### config.mk
export PLATFORM = sky130hd
export DESIGN_NAME = iter_fixed_multiplier
export DESIGN_NICKNAME = d
export VERILOG_FILES = /design/src/rtl/iter_fixed_multiplier.sv
export SDC_FILE = /design/constraint.sdc
export NUM_CORES = 1
export LEC_CHECK = 0
export BUFFER_PORTS_ARGS = -buffer_cell sky130_fd_sc_hd__buf_2
export CAP_MARGIN = 20
export CORE_MARGIN = 5
export CORE_UTILIZATION = 50
export DETAILED_ROUTE_END_ITERATION = 7
export GPL_TIMING_DRIVEN = 0
export PLACE_DENSITY = 0.79
export SYNTH_ARGS = -nofsm -noshare
export SYNTH_HDL_FRONTEND = slang
export SYNTH_SLANG_ARGS = --single-unit
### constraint.sdc
create_clock -name ctl_clk -period 6.4 [get_ports ctl_clk]
set_clock_uncertainty 0.05 [all_clocks]
set_input_delay 0.64 -clock ctl_clk [delete_from_list [all_inputs] [get_ports ctl_clk]]
set_output_delay 0.64 -clock ctl_clk [all_outputs]
set_load 0.01 [all_outputs]
### src/rtl/iter_fixed_multiplier.sv
// Iterative signed/unsigned fixed-point multiplier.
//
// Operands are reduced to magnitudes. The magnitude of b is then consumed
// BITS_PER_CYCLE bits per cycle by shift-add into a 2*C_WIDTH accumulator.
// The product is scaled right by FIXED_POINT, optionally rounded half up,
// optionally saturated, and finally re-signed.
//
// Optional feature macro: ITER_MUL_SATURATE_EN
//   defined   - overflow saturates y to the mode limit; ovf reports overflow
//   undefined - y wraps to the low C_WIDTH bits; ovf is constant 0
//
// Ports:
//   ctl_clk     in   clock, rising edge
//   reset       in   synchronous active-low reset
//   a, b        in   multiplicand / multiplier (C_WIDTH)
//   signed_cal  in   1 = two's-complement operands/result, 0 = unsigned
//   trigger     in   start request, accepted while ready = 1
//   ready       out  idle, can accept trigger
//   done        out  one-cycle pulse, y/ovf valid
//   y           out  registered result, held until next done
//   ovf         out  registered overflow flag
module iter_fixed_multiplier #(
  parameter int unsigned C_WIDTH        = 32,
  parameter int unsigned FIXED_POINT    = 8,
  parameter int unsigned BITS_PER_CYCLE = 2,
  parameter int unsigned ROUND          = 1
) (
  input  logic               ctl_clk,
  input  logic               reset,
  input  logic [C_WIDTH-1:0] a,
  input  logic [C_WIDTH-1:0] b,
  input  logic               signed_cal,
  input  logic               trigger,
  output logic               ready,
  output logic               done,
  output logic [C_WIDTH-1:0] y,
  output logic               ovf
);

  localparam int unsigned ITER    = C_WIDTH / BITS_PER_CYCLE;
  localparam int unsigned CNT_W   = (ITER > 1) ? $clog2(ITER) : 1;
  localparam int unsigned PW      = 2 * C_WIDTH;
  localparam int unsigned RND_IDX = (FIXED_POINT > 0) ? FIXED_POINT - 1 : 0;

  typedef enum logic [1:0] {StIdle, StCalc, StFinish} state_e;

  state_e             state;
  logic [CNT_W-1:0]   cnt;
  logic [PW-1:0]      mcand;    // |a|, shifted left as digits of |b| are consumed
  logic [C_WIDTH-1:0] mplier;   // |b|, shifted right; low bits are the current digit
  logic [PW-1:0]      acc;
  logic               neg;
  logic               mode;

  logic [C_WIDTH-1:0] a_mag, b_mag;
  logic [PW-1:0]      partial;
  logic [PW-1:0]      scaled, mag;
  logic               rnd;
  logic [C_WIDTH-1:0] sel;
  logic [C_WIDTH-1:0] y_next;
  logic               ovf_next;

  always_comb begin
    a_mag = (signed_cal && a[C_WIDTH-1]) ? (~a + C_WIDTH'(1)) : a;
    b_mag = (signed_cal && b[C_WIDTH-1]) ? (~b + C_WIDTH'(1)) : b;
  end

  // Shift-add of |a| times the current BITS_PER_CYCLE-bit digit of |b|.
  always_comb begin
    partial = '0;
    for (int j = 0; j < BITS_PER_CYCLE; j++) begin
      if (mplier[j]) partial = partial + (mcand << j);
    end
  end

  always_comb begin
    scaled = acc >> FIXED_POINT;
    rnd    = (ROUND != 0 && FIXED_POINT > 0) ? acc[RND_IDX] : 1'b0;
    mag    = scaled + PW'(rnd);
  end

`ifdef ITER_MUL_SATURATE_EN
  localparam logic [PW-1:0] LIM_SPOS = (PW'(1) << (C_WIDTH - 1)) - PW'(1);
  localparam logic [PW-1:0] LIM_SNEG = PW'(1) << (C_WIDTH - 1);
  localparam logic [PW-1:0] LIM_U    = (PW'(1) << C_WIDTH) - PW'(1);

  logic [PW-1:0] limit;

  // A full-width compare also catches any set bits above C_WIDTH+FIXED_POINT.
  always_comb begin
    limit    = mode ? (neg ? LIM_SNEG : LIM_SPOS) : LIM_U;
    ovf_next = (mag > limit);
    sel      = ovf_next ? limit[C_WIDTH-1:0] : mag[C_WIDTH-1:0];
  end
`else
  logic unused_wrap;
  assign unused_wrap = ^{mag[PW-1:C_WIDTH], mode};

  always_comb begin
    ovf_next = 1'b0;
    sel      = mag[C_WIDTH-1:0];
  end
`endif

  // A zero magnitude is never negated.
  assign y_next = (neg && sel != '0) ? (~sel + C_WIDTH'(1)) : sel;

  always_ff @(posedge ctl_clk) begin
    if (!reset) begin
      state  <= StIdle;
      cnt    <= '0;
      mcand  <= '0;
      mplier <= '0;
      acc    <= '0;
      neg    <= 1'b0;
      mode   <= 1'b0;
      ready  <= 1'b1;
      done   <= 1'b0;
      y      <= '0;
      ovf    <= 1'b0;
    end else begin
      done <= 1'b0;
      unique case (state)
        StIdle: begin
          if (trigger) begin
            mcand  <= {{C_WIDTH{1'b0}}, a_mag};
            mplier <= b_mag;
            neg    <= (a[C_WIDTH-1] ^ b[C_WIDTH-1]) & signed_cal;
            mode   <= signed_cal;
            acc    <= '0;
            cnt    <= '0;
            ready  <= 1'b0;
            state  <= StCalc;
          end
        end
        StCalc: begin
          acc    <= acc + partial;
          mcand  <= mcand << BITS_PER_CYCLE;
          mplier <= mplier >> BITS_PER_CYCLE;
          if (cnt == CNT_W'(ITER - 1)) begin
            state <= StFinish;
          end else begin
            cnt <= cnt + CNT_W'(1);
          end
        end
        StFinish: begin
          y     <= y_next;
          ovf   <= ovf_next;
          done  <= 1'b1;
          ready <= 1'b1;
          state <= StIdle;
        end
        default: begin
          ready <= 1'b1;
          state <= StIdle;
        end
      endcase
    end
  end

endmodule

# Yosys cells after proc, flatten, opt, wreduce, memory -nomap -nowiden
# Index checks and enable logic that the tools add are counted.
# totals
register_bits	201
elab_cells	59
# op_classes
add_sub_neg	7
n_eq_ne	6
muxes	20
bitwise	6
n_reduce_logical	11
# op_table
cell	n
$mux 64	4
$pmux 64 s2	2
$add 64x64->64	2
$mux 32	4
$add 32x1->32 const B	3
$not 32->32	3
$pmux 32 s2	1
$add 32x1->32	1
$reduce_bool 32->1	1
$mux 4	2
$pmux 4 s2	1
$reduce_and 2->1	4
$ne 2x2->1 const B	3
$add 4x1->4 const B	1
$eq 4x4->1 const B	1
$mux 2	2
$pmux 2 s2	1
$logic_and 1x1->1	3
$reduce_and 3->1	1
$eq 2x1->1 const B	1
$eq 2x2->1 const B	1
$logic_not 2->1	1
$mux 1	2
$pmux 1 s2	1
4 further kinds	4

# Longest topological paths before layout
# Gate-level depths: netlist (run 1).
# depth
depth_word	5
mapped_depth	33

# Worst setup path after synthesis (run 1)
# No wires, ideal clock.
# synth_path
path_type	flip-flop to flip-flop
from	register mplier[0]
to	register acc[39]
arrival_ps	6501
slack_ps	-274
path_stages_with_launch	34
path_cell_list	dfxtp_1 -> clkbuf_1 -> clkbuf_1 -> clkbuf_1 -> clkbuf_1 -> buf_1 -> clkbuf_1 -> nand2_1 -> inv_1 -> ha_1 -> fa_1 -> o21a_1 -> nor2_1 -> o32a_1 -> a31oi_1 -> o21ai_0 -> a21oi_1 -> nand2_1 -> nor2_1 -> a211o_1 -> o2111ai_1 -> xor2_1 -> ha_1 -> a211oi_1 -> o21bai_1 -> a211oi_1 -> o21ai_0 -> a221o_1 -> o221a_2 -> a2111oi_0 -> nor3_1 -> xnor2_1 -> a21oi_1 -> o22ai_1
# synth_via
elab_chain_len	5
# synth_rtl
element	line	rtl
from (decl)	50	logic [C_WIDTH-1:0] mplier;
from (signal assigned)	127	mplier <= b_mag;
from (signal assigned)	139	mplier <= mplier >> BITS_PER_CYCLE;
$mux 64 *	72	if (mplier[j]) partial = partial + (mcand << j);
$add 64x64->64	72	
$mux 64 *	72	
$add 64x64->64 *	137	acc <= acc + partial;
$pmux 64 s2 *	123	unique case (state)
to (signal assigned)	137	
to (decl)	51	logic [PW-1:0] acc;
# Every way passes the cells marked *; elsewhere a longest branch is shown, timed or not.
# A chain may end at the register's enable or synchronous reset.

# Worst setup path in the final report (run 1)
# Same ends and word-level chain as after synthesis.

==> impl_metrics.ini, run 1 <==
[outcome]
outcome = finished with violations
violations = DRC

[drt]
wl_per_cell_um = 17.52
drc = 8
wl_met3_mm = 2.737
drt_iter0_markers = 1592
routed_wl_mm = 39.49
final_antenna_net_count = 0
top_layer = met4
dr.pass1.iters = 8
vias = 13840
vias_per_cell = 6.138
m1WireLength_mm = 17.57
wl_met2_mm = 17.79

[floorplanning]
chipWidth_um = 173.2
core-area_um2 = 26130
num_rows = 59
die_h_um = 173.2
design.portCount = 103
design.die.area_um2 = 29990
start_util_pct = 50.95

[cts]
htree_levels = 4
clockBufferDepth = 2
clk_latency_ns = 0.44
clkSlewWorstSetupHoldPaths_ns = 0.07
clkSinkCount = 153
ctsHoldBuffers = 0
tritoncts = built
root_buffer = clkbuf_16
cts_made_buffers = 17

[final_layout]
final_util_pct = 57.80
n_antenna_cell = 0
drive_gt1_share_pct = 12.19
final_cell_count_no_fill = 2254
syn_to_final_growth_pct = 13.46
nets = 2047
fin_area_um2 = 15110

[synth]
ys_seq_area_share_pct = 23.01
yosysMostFrequentCell = nand2_1
yosysTopAreaCellShare_pct = 23.01
synthCells = 1781
synth_common_cells = nand2_1, nor2_1, dfxtp_1
yosysWarnings = 0
ys.flop_type = dfxtp_1
synth.area.top_cells = dfxtp_1, xnor2_1, ha_1
synth_top_area_cell = dfxtp_1
yosysUniqueCellTypes = 92
syn_nets = 1922
ys_ff_latch = 153
syn-cell-area_um2 = 13310
syn-mean-instance-area_um2 = 7.476
synth_edf_count = 0
async_flop_share_pct = 0

[placement]
hpwl_mm = 30.54
placedCellCount = 2217
placed_cell_area_um2 = 14240
port_buffers = 101
place_congestion = 0.9669

[sta]
tightest_slew_ns = 0.8862
relSlewSlack_pct = 40.15
finalMaxSlewViolations = 0
setup_viol = 0
hold_viol = 0
final.min_clock_period_ns = 6.265
fin_crit_sh_pct = 97.89
whs_ns = 0.3944
fmax_ghz = 0.1596

[setup_path]
crit_path_end_kind = flip-flop
cp.required_ns = 6.71
critPathArrivalTime_ns = 6.57
r2r_slack_ns = 0.14
regToRegEndpoint = acc[39]
critical-path-slowest-cell = or3_1
reg2reg_from = mplier[0]
critPathLaunchType = flip-flop
cp_common_cell = buf_8
cpPeakStageDelay_ns = 0.39
critPathKind = flip-flop to flip-flop
critical_path.max_fanout = 10
ff2ff_path_depth = 30

[power]
p_total_mw = 2.566
cellLeakagePower_nw = 6.068
ir_drop_mv = 0.1892
powerDensity_nw_per_um2 = 169.9

[global_route]
antenna_found_initial = 0
grt_usage_pct = 25.38
grt_max_degree = 19
grt_pass1_vias = 12740
gr-total-overflow = 0
grt_pass1_wl_mm = 64.43

[worst_hold_path]
hold_class = flip-flop to flip-flop
hp-start = y[23]
min_to = y[23]
min_path_cells = 2

[run]
cap_violations = 0
## cell usage in the layout, fill, tap and decap left out, types with 9 or more instances in the layout
cell type  synthesis  final
nand2b_1          15     15
nand2_1          197    196
or3_1             17     17
ha_1              71     67
xnor2_1          113    113
nand4_1            9      9
nor4_1            12     12
nand3_1           38     37
o21ai_0          100     94
o21a_1            10     10
o41ai_1           10      9
a21o_1            41     41
a21oi_1          145    141
dfxtp_1          153    152
a22o_1            11     11
a22oi_1           20     20
clkbuf_16          0     17
o211ai_1           9      9
mux2_2            12     11
clkbuf_1          95     89
buf_4              7     15
and2_1            38     37
inv_1             56     56
nor2_1           178    177
and4_1             9      9
and3_1            20     20
o31ai_1           13     12
nor2b_1           18     17
a222oi_1          56     56
o22ai_1            9      9
nor3_1            33     33
or2_2              9      9
xor2_1            83     83
buf_2              7    108
a211oi_1          12     10
o21ai_1            3      9
a31oi_1           22     20
## sequential cells by signal (all words and copies together), names as in the netlist
signal	cells
mplier	32
cnt	4
mcand	40
done	1
y	32
ready	1
neg	1
state	2
acc	40
## logic make-up (layout without fill, tap and decap cells)
kind of cell | count (synthesis) | after routing | share of synthesized area [%]
AO/OA/AOI/OAI | 538 | 538 | 27.70
multiplexers | 16 | 16 | 1.316
flip-flops | 153 | 153 | 23.01
other | 1 | 1 | 0.02817
AND/OR/NAND/NOR | 626 | 626 | 22.61
XOR/XNOR | 196 | 196 | 12.89
buffers and inverters | 175 | 313 | 5.253
adder cells (fa/ha/maj) | 76 | 76 | 7.199
## per-stage QoR
stage	setup TNS [ns]	setup WS (ns)
final	0	0.1350
after CTS	0	0.01337
after floorplan	0	0.08512
after global placement	-16.51	-1.310
after detailed placement	-19.19	-1.471
after global routing	-0.1733	-0.07200
## layout make-up
class / instances / area, um2
timing repair buffer: 109 / 565.5
buffer: 116 / 523.0
multi-input combinational: 1453 / 9758
clock buffer: 18 / 429.2
inverter: 56 / 210.2
tap: 335 / 419.2
clock inverter: 14 / 133.9
sequential: 153 / 3067
fill: 2380 / 11030
## critical path: cells and delay by family (launching register included)
family,cells,cell delay (ns)
AO/OA/AOI/OAI,11,2.20
buffers and inverters,6,0.78
flip-flops,1,0.38
multiplexers,1,0.30
AND/OR/NAND/NOR,7,1.20
XOR/XNOR,2,0.37
adder cells (fa/ha/maj),3,0.88
## report_power, final
group | total, mW | switching, mW | leakage (nW) | internal, mW
Clock | 0.985 | 0.470 | 0.272 | 0.515
Combinational | 0.557 | 0.351 | 4.55 | 0.207
Sequential | 1.02 | 0.0352 | 1.24 | 0.989
## worst max path at each step
stage / start / slack (ns) / end
after global placement: mplier[0] / -1.31 / acc[39]
after CTS: mplier[0] / 0.01 / acc[39]
final: mplier[0] / 0.14 / acc[39]
after floorplan: mplier[0] / 0.09 / acc[39]
after detailed placement: mplier[0] / -1.47 / acc[39]
after global routing: mplier[0] / -0.07 / acc[39]
## per-layer routing
| layer | track usage (%) | up-vias |
|---|---|---|
| met4 | 10.28 | 0 |
| met2 | 40.71 | 573 |
| met5 | 0 | - |
| met1 | 34.82 | 6458 |
| met3 | 3.035 | 85 |
| li1 | - | 6719 |
## repair_timing
action	CTS	global route
gates resized for setup	29	34
endpoints found under the setup margin	26	15
buffers inserted	3	5
pin swaps	6	18
No activity file was read; power rests on OpenSTA's default activity.
==> run 2: changes to the inputs <==
Settings changed: ABC_CLOCK_PERIOD_IN_PS set to 6400, CORE_UTILIZATION 50 to 35, PLACE_DENSITY 0.79 to 0.61.
==> impl_metrics.ini, run 2 (synthesized netlist as in run 1, its figures left out) <==
[worst_hold_path]
min_path_cells = 2
hp-start = y[23]
hold_class = flip-flop to flip-flop
min_to = y[23]

[setup_path]
r2r_slack_ns = 0.14
ff2ff_path_depth = 28
critical-path-slowest-cell = maj3_2
critPathArrivalTime_ns = 6.55
critical_path.top_delay_family = compound AO/OA/AOI/OAI gates
critical_path.max_fanout = 10
path_buf_inv = 5
critPathKind = flip-flop to flip-flop
reg2reg_from = mplier[0]
regToRegEndpoint = acc[39]
critPathLaunchType = flip-flop
crit_path_end_kind = flip-flop
cp.required_ns = 6.69
cp_common_cell = a21o_1
cpPeakStageDelay_ns = 0.37

[final_layout]
drive_gt1_share_pct = 12.77
multi_input_area_um2 = 9791
syn_to_final_growth_pct = 16.24
nets = 2054
final_cell_count_no_fill = 2437
regArea_um2 = 3067
reg_top3 = acc (40), mcand (40)
final_cell_mix = nand2_1, nor2_1, dfxtp_1
final_util_pct = 41.18
final_common_cell = nand2_1
n_antenna_cell = 0
fin_area_um2 = 15480
fillers = 3893

[cts]
htree_levels = 4
clkSlewWorstSetupHoldPaths_ns = 0.08
clkSinkCount = 153
ctsHoldBuffers = 0
clk_latency_ns = 0.45
cts_made_buffers = 17
tritoncts = built
root_buffer = clkbuf_16
clockBufferDepth = 2

[placement]
placed_cell_area_um2 = 14460
place_congestion = 0.9440
placedCellCount = 2393
port_buffers = 101
pre_cts_slack_ns = -1.602
hpwl_mm = 32.70

[sta]
tightest_slew_ns = 1.061
hold_viol = 0
whs_ns = 0.3926
final.min_clock_period_ns = 6.260
rsz0062_at_grt = yes
finalMaxSlewViolations = 0
fin_crit_sh_pct = 97.81
fmax_ghz = 0.1597
setup_viol = 0
layout_setup_ws_ns = 0.1401
relSlewSlack_pct = 29.28

[power]
cellLeakagePower_nw = 6.138
powerDensity_nw_per_um2 = 169.6
ir_drop_mv = 0.1530

[floorplanning]
design.portCount = 103
start_util_pct = 35.43
die_h_um = 205.0
num_rows = 71
design.die.area_um2 = 42040
chipWidth_um = 205.0
core-area_um2 = 37580

[drt]
m1WireLength_mm = 20.39
drc = 0
drt_iter0_markers = 1181
vias_per_cell = 5.568
wl_met2_mm = 18.39
routed_wl_mm = 42.06
wl_per_cell_um = 17.26
final_antenna_net_count = 0
top_layer = met4
vias = 13570
dr.pass1.iters = 6
wl_met3_mm = 2.465

[global_route]
grt_pass1_vias = 12630
antenna_found_initial = 0
grt_max_degree = 17
gr-total-overflow = 0
grt_pass1_wl_mm = 66.70
grt_usage_pct = 19.46

[run]
cap_violations = 0

[outcome]
outcome = finished, final reports clean
-- run 2: changes by cell type in the layout (fill, tap and decap cells not counted), moves of 2 or more --
cell        delta
buf_12         +2
inv_6          +2
buf_4          +7
a21oi_2        +3
buf_8          -2
clkbuf_16      +2
clkbuf_1       -2
a21oi_1        -2
inv_8          -2
clkinvlp_4     -2
-- run 2: power by group --
part / total (mW) / internal (mW) / switching [mW]
logic: 0.573 / 0.214 / 0.359
registers: 1.02 / 0.989 / 0.0354
clock network: 1.03 / 0.551 / 0.476
-- run 2: metal layers --
layer | vias to the layer above | global-route usage (%)
li1 | 6743 | -
met5 | - | 0
met4 | 0 | 5.335
met3 | 47 | 3.024
met1 | 6377 | 27.57
met2 | 401 | 30.77
-- run 2: repair_timing --
action,in CTS,in global routing
pin swaps,17,25
setup endpoints to repair,26,12
endpoints found under the hold margin,0,0
resized for setup,46,27
buffers inserted,11,4
-- run 2: worst reg2reg max path: cells and delay by family, from the launching register on --
family | cells | cell delay, ns
AO/OA/AOI/OAI | 14 | 2.62
XOR/XNOR | 2 | 0.39
adder cells (fa/ha/maj) | 3 | 1.03
buffers and inverters | 5 | 0.84
flip-flops | 1 | 0.36
multiplexers | 1 | 0.34
AND/OR/NAND/NOR | 3 | 0.53
-- run 2: final cells by class --
class	instances	share of cell area, %
tap	511	4.131
timing repair buffer	116	3.994
buffer	116	3.670
clock buffer	17	2.749
inverter	56	1.358
clock inverter	15	1.019
multi-input combinational	1453	63.26
sequential	153	19.82
-- run 2: how the worst max path moves through the flow --
stage | start | end | slack (ns) | depth (start not counted)
final | mplier[0] | acc[39] | 0.14 | 28
after global routing | mplier[0] | acc[39] | -0.05 | 28
after CTS | mplier[0] | acc[39] | 0.03 | 30
after detailed placement | mplier[0] | acc[39] | -1.60 | 33
after global placement | mplier[0] | acc[39] | -1.55 | 31
after floorplan | mplier[0] | acc[39] | 0.09 | 33
-- run 2: metrics by stage --
step	total power [mW]	TNS, ns
2_1_floorplan	1.409	0
3_3_place_gp	1.576	-20.82
3_5_place_dp	1.585	-23.06
4_1_cts	2.616	0
5_1_grt	2.732	-0.04961
6_report	2.625	0
